`src/rtl/fetch_sequencer.sv`:
```
// Control-unit fetch sequencer: walks the two-byte instruction fetch (IR0, IR1)
// over the control bus, hands off to execute, then re-fetches, idles or halts.
module fetch_sequencer #(
    parameter int ID_WIDTH    = 5,
    parameter int AMID_WIDTH  = 2,
    parameter int MEM_ID      = 4,
    parameter int IR0_ID      = 0,
    parameter int IR1_ID      = 1,
    parameter int PC_AMID     = 0,
    parameter int COUNT_WIDTH = 16
) (
    input  logic                   clk,
    input  logic                   reset,
    input  logic                   run,
    input  logic                   exec_done,
    input  logic                   halt_req,
    output logic [AMID_WIDTH-1:0]  amid,
    output logic [ID_WIDTH-1:0]    mid,
    output logic [ID_WIDTH-1:0]    sid,
    output logic                   mid_en,
    output logic                   sid_en,
    output logic                   pc_inr,
    output logic                   exec_start,
    output logic                   halted,
    output logic [2:0]             t_state,
    output logic [COUNT_WIDTH-1:0] instr_count
);

    localparam logic [2:0] S_T0   = 3'd0;
    localparam logic [2:0] S_T1   = 3'd1;
    localparam logic [2:0] S_T2   = 3'd2;
    localparam logic [2:0] S_T3   = 3'd3;
    localparam logic [2:0] S_EXEC = 3'd4;
    localparam logic [2:0] S_IDLE = 3'd6;
    localparam logic [2:0] S_HALT = 3'd7;

    logic [2:0]             state;
    logic [2:0]             state_next;
    logic                   first_exec;
    logic [COUNT_WIDTH-1:0] count;
    logic                   exec_exit;

    assign exec_exit = (state == S_EXEC) && exec_done;

    always_comb begin
        state_next = S_IDLE;
        case (state)
            S_IDLE: state_next = run ? S_T0 : S_IDLE;
            S_T0:   state_next = S_T1;
            S_T1:   state_next = S_T2;
            S_T2:   state_next = S_T3;
            S_T3:   state_next = S_EXEC;
            S_EXEC: begin
                if (!exec_done)
                    state_next = S_EXEC;
                else if (halt_req)
                    state_next = S_HALT;
                else if (run)
                    state_next = S_T0;
                else
                    state_next = S_IDLE;
            end
            S_HALT: state_next = S_HALT;
            default: state_next = S_IDLE;
        endcase
    end

    // first_exec marks the cycle right after T3 so exec_start pulses once per instruction
    always_ff @(posedge clk) begin
        if (reset) begin
            state      <= S_IDLE;
            first_exec <= 1'b0;
            count      <= '0;
        end else begin
            state      <= state_next;
            first_exec <= (state == S_T3);
            if (exec_exit)
                count <= count + COUNT_WIDTH'(1);
        end
    end

    always_comb begin
        amid       = '0;
        mid        = '0;
        sid        = '0;
        mid_en     = 1'b0;
        sid_en     = 1'b0;
        pc_inr     = 1'b0;
        exec_start = 1'b0;
        halted     = 1'b0;
        case (state)
            S_T0, S_T1, S_T2, S_T3: begin
                amid   = AMID_WIDTH'(PC_AMID);
                mid    = ID_WIDTH'(MEM_ID);
                mid_en = 1'b1;
                sid    = (state == S_T3) ? ID_WIDTH'(IR1_ID) : ID_WIDTH'(IR0_ID);
                sid_en = (state == S_T1) || (state == S_T3);
                pc_inr = (state == S_T1) || (state == S_T3);
            end
            S_EXEC: exec_start = first_exec;
            S_HALT: halted = 1'b1;
            default: ;
        endcase
    end

    assign t_state     = state;
    assign instr_count = count;

endmodule
```
`config.mk`:
```
export PLATFORM = sky130hd
export DESIGN_NAME = fetch_sequencer
export DESIGN_NICKNAME = d
export VERILOG_FILES = /design/src/rtl/fetch_sequencer.sv
export SDC_FILE = /design/constraint.sdc
export NUM_CORES = 1
export LEC_CHECK = 0
export CAP_MARGIN = 25
export CORE_MARGIN = 4
export CORE_UTILIZATION = 46
export DETAILED_ROUTE_END_ITERATION = 6
export PLACE_DENSITY = 0.88
export SKIP_LAST_GASP = 1
export SYNTH_ARGS = -nofsm -noshare
export SYNTH_HDL_FRONTEND = slang
export SYNTH_SLANG_ARGS = --single-unit
```
`constraint.sdc`:
```
create_clock -name clk -period 4 [get_ports clk]
set_input_delay 1.2 -clock clk [delete_from_list [all_inputs] [get_ports clk]]
set_output_delay 1.2 -clock clk [all_outputs]
set_load 0.01 [all_outputs]
```
# Yosys cells after proc, flatten, opt, wreduce, memory -nomap -nowiden
# Index checks and enable logic that the tools add are counted.
[totals] ff_bits=20 inputBits=5 out_inout_bits=36 elab_cells=25
[op_classes] n_addsub=1 eq_ne=6 n_mux=11 reduce_logical=4
[ops] operator="3-bit one-hot mux with 7 select lines" count=1
[ops] operator="16-bit by 1-bit adder with 16-bit output (second input constant)" count=1
[ops] operator="3-bit 2-to-1 mux" count=4
[ops] operator="3-bit == test (second input constant)" count=3
[ops] operator="3-bit by 2-bit == test with 1-bit output (second input constant)" count=2
[ops] operator="1-bit 2-to-1 mux" count=6
[ops] operator="4-bit OR reduction" count=1
[ops] operator="3-bit by 1-bit == test with 1-bit output (second input constant)" count=1
[ops] operator="3-bit logical NOT" count=1
[ops] operator="1-bit logical AND" count=1
[ops] operator="1-bit logical OR" count=1

# Depth between registers and ports, before layout
# Gate-level depths: netlist (run 1).
[depth] depth_word=4 ltp_mapped=5 depth_no_buf=5

# Least setup slack after synthesis (run 1)
# Ideal clock, no wire load.
[synth_path] path_kind="reg2out" start="reg state[2], in the netlist t_state[2]" end="out halted" arrival_time_ns=1.034 t_required_ns=2.800 path_slack_ns=1.766 path_stages_with_launch=4 n_path_buf=1 cell_sequence="dfxtp_1 clkbuf_1 inv_1 nor2_1"
[synth_via] elab_chain_cells=2
[synth_rtl] element="from (decl)" line_no="37" source="logic [2:0] state;"
[synth_rtl] element="from (signal assigned)" line_no="75" source="state <= state_next;"
[synth_rtl] element="3-bit == test" line_no="91" source="case (state)"
[synth_rtl] element="1-bit 2-to-1 mux" line_no="91"
[synth_rtl] element="to (decl)" line_no="24" source="output logic halted,"
# No other way between the ends.

# Worst setup path after layout (run 1)
# Ends and elaborated chain as after synthesis.

==> results.json, run 1 <==
{
  "status": "complete, no violations",
  "path_max_fanout": 13,
  "tns_ns": 0,
  "synthMuxAreaShare_pct": 0,
  "drv_cap": 0,
  "register_area_um2": 400,
  "cts_num_sinks": 20,
  "min_period_ns": 2.90,
  "rsz0062_at_grt": "no",
  "cp-end-kind": "output port",
  "finalSetupViolCount": 0,
  "ys.warnings.count": 0,
  "hold_viol_final": 0,
  "post_cts_buffers": 0,
  "core_area_um2": 2210,
  "synthSimpleGateAreaFrac_pct": 32.4,
  "wl_per_cell_um": 13.1,
  "clk_path_buf_depth": 2,
  "syn-cell-area_um2": 1070,
  "slew_headroom_pct": 55.9,
  "synth_largest_area_cell": "dfxtp_1",
  "fin_crit_sh_pct": 72.6,
  "wirelength_um": 2360,
  "async_flop_share_pct": 0,
  "drv_slew": 0,
  "pre_cts_slack_ns": 0.946,
  "die_w_um": 56.2,
  "postCtsResizedCells": 0,
  "synth_top_family_by_area": "simple AND/OR/NAND/NOR gates",
  "netlist.area_leader.share_pct": 37.5,
  "syn_area_per_cell_um2": 8.41,
  "grt_pass1_wl_um": 3750,
  "hold_ws_ns": 0.514,
  "hold_path.class": "reg -> reg",
  "gp_congestion": 0.751,
  "start_util_pct": 48.3,
  "routed_via_density": 5.24,
  "cts_root_buf": "clkbuf_4",
  "p_leak_uw": 0.000501,
  "multi_input_area_um2": 574,
  "postRouteAntennaNets": 0,
  "grt_start_max_net_pins": 21,
  "critPathKind": "reg -> out",
  "synthCells": 127,
  "p_per_area_nw_per_um2": 271,
  "critPathRequiredTime_ns": 2.80,
  "clk_pin_slew_ns": 0.10,
  "drive_gt1_share_pct": 5.92,
  "insertion_delay_ns": 0.30,
  "yosys.area_share.adder_pct": 1.17,
  "fillers": 197,
  "synthTopCellsByCount": "dfxtp_1, nor2_1, buf_4",
  "grt_pass1_vias": 845,
  "syn2layout_area_growth_pct": 25.4,
  "vias": 943,
  "worstMarginPinSlew_ns": 0.659,
  "fp.dieH_um": 56.2,
  "hold_buffers": 0,
  "synth_xor_area_share_pct": 7.38,
  "ys_types": 32,
  "gr-total-overflow": 0,
  "dr.first_iter.drc_count": 12,
  "ys_ff_latch": 20,
  "rows": 17,
  "finClkSkew_ns": 0.00844,
  "dpl.hpwl_um": 1860,
  "yosys-top-cells-area": "dfxtp_1, buf_4, nor2_1, a21oi_1, xor2_1",
  "drcViolationCount": 0,
  "yosysMostFrequentCell": "dfxtp_1",
  "track_usage_pct": 14.9,
  "io_pins": 41,
  "dieArea_um2": 3160,
  "yosys_most_used_dff": "dfxtp_1",
  "firstDrtPassIters": 4,
  "max_freq_mhz": 344,
  "antenna_found_initial": 0,
  "crit_arrival_ns": 1.70,
  "critPathLaunchType": "flip-flop",
  "ys_seq_area_share_pct": 37.5,
  "synth-edff-count": 0,
  "place.port_buffers": 30,
  "fin_nets": 160,
  "cts_tree": "built",
  "synth_compound_area_share_pct": 9.25,
  "n_antenna_cell": 0,
  "fin_ws_ns": 1.10,
  "htree_levels": 1,
  "worst_ir_drop_vdd_mv": 0.219,
  "finalPower_uw": 364,
  "numCtsBuffers": 3
}
[power by group]
part,switching [uW],internal [uW]
Combinational,28.3,29.5
Clock,55.1,35.1
Sequential,11.4,204
Total,94.8,269
[final cells by class]
cell class	count	share of cell area, %
clock buffers	3	1.68
inverters	2	0.560
multi-input cells	97	42.9
flip-flops and latches	20	29.9
well taps	28	2.61
repair buffers	30	22.4
[sequential cells by signal, indices dropped and copies added (netlist names)]
signal       count
instr_count     16
t_state          3
first_exec       1
[routing by layer]
layer,vias up,wire length (um),global-route usage [%]
met5,-,0,0
met4,0,93,8.81
met3,10,120,4.18
met2,31,1130,24.7
met1,437,1020,16.8
li1,465,-,-
[stage by stage]
step	instance area [um^2]	cells	utilization (%)
finish	1340	180	60.6
global route	1340	180	60.6
CTS	1340	180	60.6
detailed placement	1320	177	59.6
global placement	1320	177	59.6
floorplan	1100	136	-
[layout by cell type, fill, tap and decap left out]
cell type / n
and2_1: 1
nand3_1: 7
dfxtp_1: 20
nand4b_1: 2
conb_1: 10
nand4_1: 1
nor2_1: 15
nand2_1: 10
and3_1: 1
ha_1: 1
xnor2_1: 4
nor3_1: 3
and4_2: 1
nand3b_1: 2
xor2_1: 5
o21bai_1: 1
nand4_4: 2
or3_1: 4
clkbuf_4: 3
clkdlybuf4s50_1: 30
nor2b_1: 2
a31oi_1: 1
a21oi_1: 9
o21ai_0: 8
and4_1: 1
nand4bb_1: 1
and3_2: 3
and4bb_1: 1
nand2b_1: 1
inv_1: 2
[worst max-delay path: stages, from the launching register on]
cell and delay [ns]:
dfxtp_1 0.57, inv_1 0.12, nor2_1 0.16, clkdlybuf4s50_1 0.56
[path summary, 6_finish.rpt]
check,from,to,slack [ns],cells after the start
max,t_state[2],halted,1.10,3
min,instr_count[1],instr_count[1],0.51,2
max reg2reg,t_state[2],instr_count[15],2.07,4
min reg2reg,instr_count[1],instr_count[1],0.51,2
[cells by family (layout without fill, tap and decap cells)]
logic type	count (synthesis)	after routing
AOI/OAI and AO/OA	19	19
xor gates and xnor gates	9	9
adders and majority gates	1	1
buffers and inverters	19	35
DFF	20	20
other	1	10
and+or+nand+nor	58	58
Note: power is estimated with default switching activity, not from simulation.
==> inputs of run 2 (changes only) <==
--- a/config.mk
+++ b/config.mk
@@ -7,9 +7,9 @@
 export LEC_CHECK = 0
 export CAP_MARGIN = 25
 export CORE_MARGIN = 4
-export CORE_UTILIZATION = 46
+export CORE_UTILIZATION = 43
 export DETAILED_ROUTE_END_ITERATION = 6
-export PLACE_DENSITY = 0.88
+export PLACE_DENSITY = 0.84
 export SKIP_LAST_GASP = 1
 export SYNTH_ARGS = -nofsm -noshare
 export SYNTH_HDL_FRONTEND = slang
==> constraint.sdc (replaced) <==
create_clock -name clk -period 2.9 [get_ports clk]
set_input_delay 0.87 -clock clk [delete_from_list [all_inputs] [get_ports clk]]
set_output_delay 0.87 -clock clk [all_outputs]
set_load 0.01 [all_outputs]
==> run 2 against run 1 <==
Non-clock buffer count increased by 1. First-iteration DRC count up 8.3%. Register-to-register slack got worse by 0.95 ns. Sequential cell count is the same. Wire length shrank 3.6%. Cell area up 2.8%. Clock power grew 150%. Highest routed layer unchanged. Largest power group unchanged. Critical path depth did not move.
==> results.json, run 2 (synthesized netlist as in run 1, its figures left out) <==
{
  "drv_slew": 0,
  "fin_area_um2": 1380,
  "worst_ir_drop_vdd_mv": 0.386,
  "insertion_delay_ns": 0.30,
  "fin_nets": 161,
  "rows": 17,
  "path_max_fanout": 13,
  "clk_path_buf_depth": 2,
  "dr.first_iter.drc_count": 13,
  "finClkSkew_ns": 0.00929,
  "p_int_uw": 463,
  "track_usage_pct": 14.4,
  "numCtsBuffers": 3,
  "p_comb_share_pct": 13.7,
  "place.port_buffers": 30,
  "cp-end-kind": "output port",
  "fp.dieH_um": 57.9,
  "postCtsResizedCells": 0,
  "placedInstanceArea_um2": 1330,
  "slew_headroom_pct": 54.2,
  "gp_congestion": 0.741,
  "layout_commonest_cell": "clkdlybuf4s50_1",
  "seq_power_share_pct": 49.5,
  "n_antenna_cell": 0,
  "final_cell_mix": "clkdlybuf4s50_1, dfxtp_1, nor2_1, nand2_1, conb_1",
  "cts_tree": "built",
  "firstDrtPassIters": 4,
  "clkPwrFrac_pct": 36.8,
  "dpl.hpwl_um": 1800,
  "power_switching_uw": 137,
  "hold_path.class": "reg -> reg",
  "grt_pass1_vias": 904,
  "hold_buffers": 0,
  "crit_arrival_ns": 1.75,
  "critPathLaunchType": "flip-flop",
  "rsz0062_at_grt": "no",
  "dieArea_um2": 3350,
  "antenna_found_initial": 0,
  "worstMarginPinSlew_ns": 0.685,
  "max_freq_mhz": 381,
  "largest_reg_flops": 16,
  "htree_levels": 1,
  "tns_ns": 0,
  "gr-total-overflow": 0,
  "critPathKind": "reg -> out",
  "postRouteAntennaNets": 0,
  "vias": 936,
  "grt_pass1_wl_um": 3880,
  "hold_viol_final": 0,
  "die_w_um": 57.9,
  "critPathRequiredTime_ns": 2.03,
  "routed_via_density": 5.14,
  "min_period_ns": 2.62,
  "io_pins": 41,
  "post_cts_buffers": 0,
  "cts_root_buf": "clkbuf_4",
  "swShare_pct": 22.9,
  "p_leak_uw": 0.000520,
  "drv_cap": 0,
  "clk_pin_slew_ns": 0.10,
  "p_per_area_nw_per_um2": 436,
  "fin_crit_sh_pct": 90.4,
  "core_area_um2": 2300,
  "start_util_pct": 46.5,
  "drive_gt1_share_pct": 7.14,
  "grt_start_max_net_pins": 21,
  "status": "complete, no violations",
  "wl_per_cell_um": 12.5,
  "drcViolationCount": 0,
  "cts_num_sinks": 20,
  "finalSetupViolCount": 0,
  "syn2layout_area_growth_pct": 28.9,
  "wirelength_um": 2280
}
==> run 2: stage by stage <==
| step | utilization [%] | power, uW | instances | setup WS (ns) | hold slack, ns |
|---|---|---|---|---|---|
| 2_1_floorplan | - | 357 | 136 | 0.996 | 0.502 |
| 3_3_place_gp | 57.7 | 382 | 178 | 0.372 | 0.481 |
| 3_5_place_dp | 57.7 | 386 | 178 | 0.305 | 0.488 |
| 4_1_cts | 60.0 | 607 | 182 | 0.274 | 0.503 |
| 5_1_grt | 60.0 | 621 | 182 | 0.159 | 0.560 |
| 6_report | 60.0 | 600 | 182 | 0.278 | 0.503 |
==> run 2: worst paths after layout <==
kind         slack, ns               to       startpoint  cells after the start
max               0.28           halted       t_state[2]                      3
min reg2reg       0.50  instr_count[15]  instr_count[15]                      2
max reg2reg       1.12  instr_count[15]       t_state[2]                      4
min               0.50  instr_count[15]  instr_count[15]                      2
==> run 2: layer usage <==
layer | up-vias | GRT usage (%) | part of all wire, %
met3 | 4 | 5.57 | 6.6
met1 | 429 | 17.0 | 43
met2 | 31 | 24.4 | 49
met5 | - | 0 | 0
li1 | 472 | - | -
met4 | 0 | 3.64 | 0.92
==> run 2: power by group through the flow <==
stage / sequential, uW / clock (uW) / combinational, uW
floorplan: 300 / 0 / 57.8
global placement: 302 / 0 / 80.1
detailed placement: 303 / 0 / 82.5
CTS: 297 / 227 / 82.5
global route: 300 / 233 / 88.4
finish: 297 / 221 / 82.2
==> run 2: cell type report <==
type	instances	area (um^2)
clock buffer	3	22.5
multi-input combinational	97	574
clock inverter	1	30.0
timing repair buffer	31	308
fill	226	920
sequential	20	400
inverter	2	7.51
tap	28	35.0
==> run 2: worst max-delay path: stages (launching register included) <==
cell and delay [ns]:
dfxtp_1 0.57, inv_1 0.14, nor2_1 0.18, clkdlybuf4s50_1 0.57
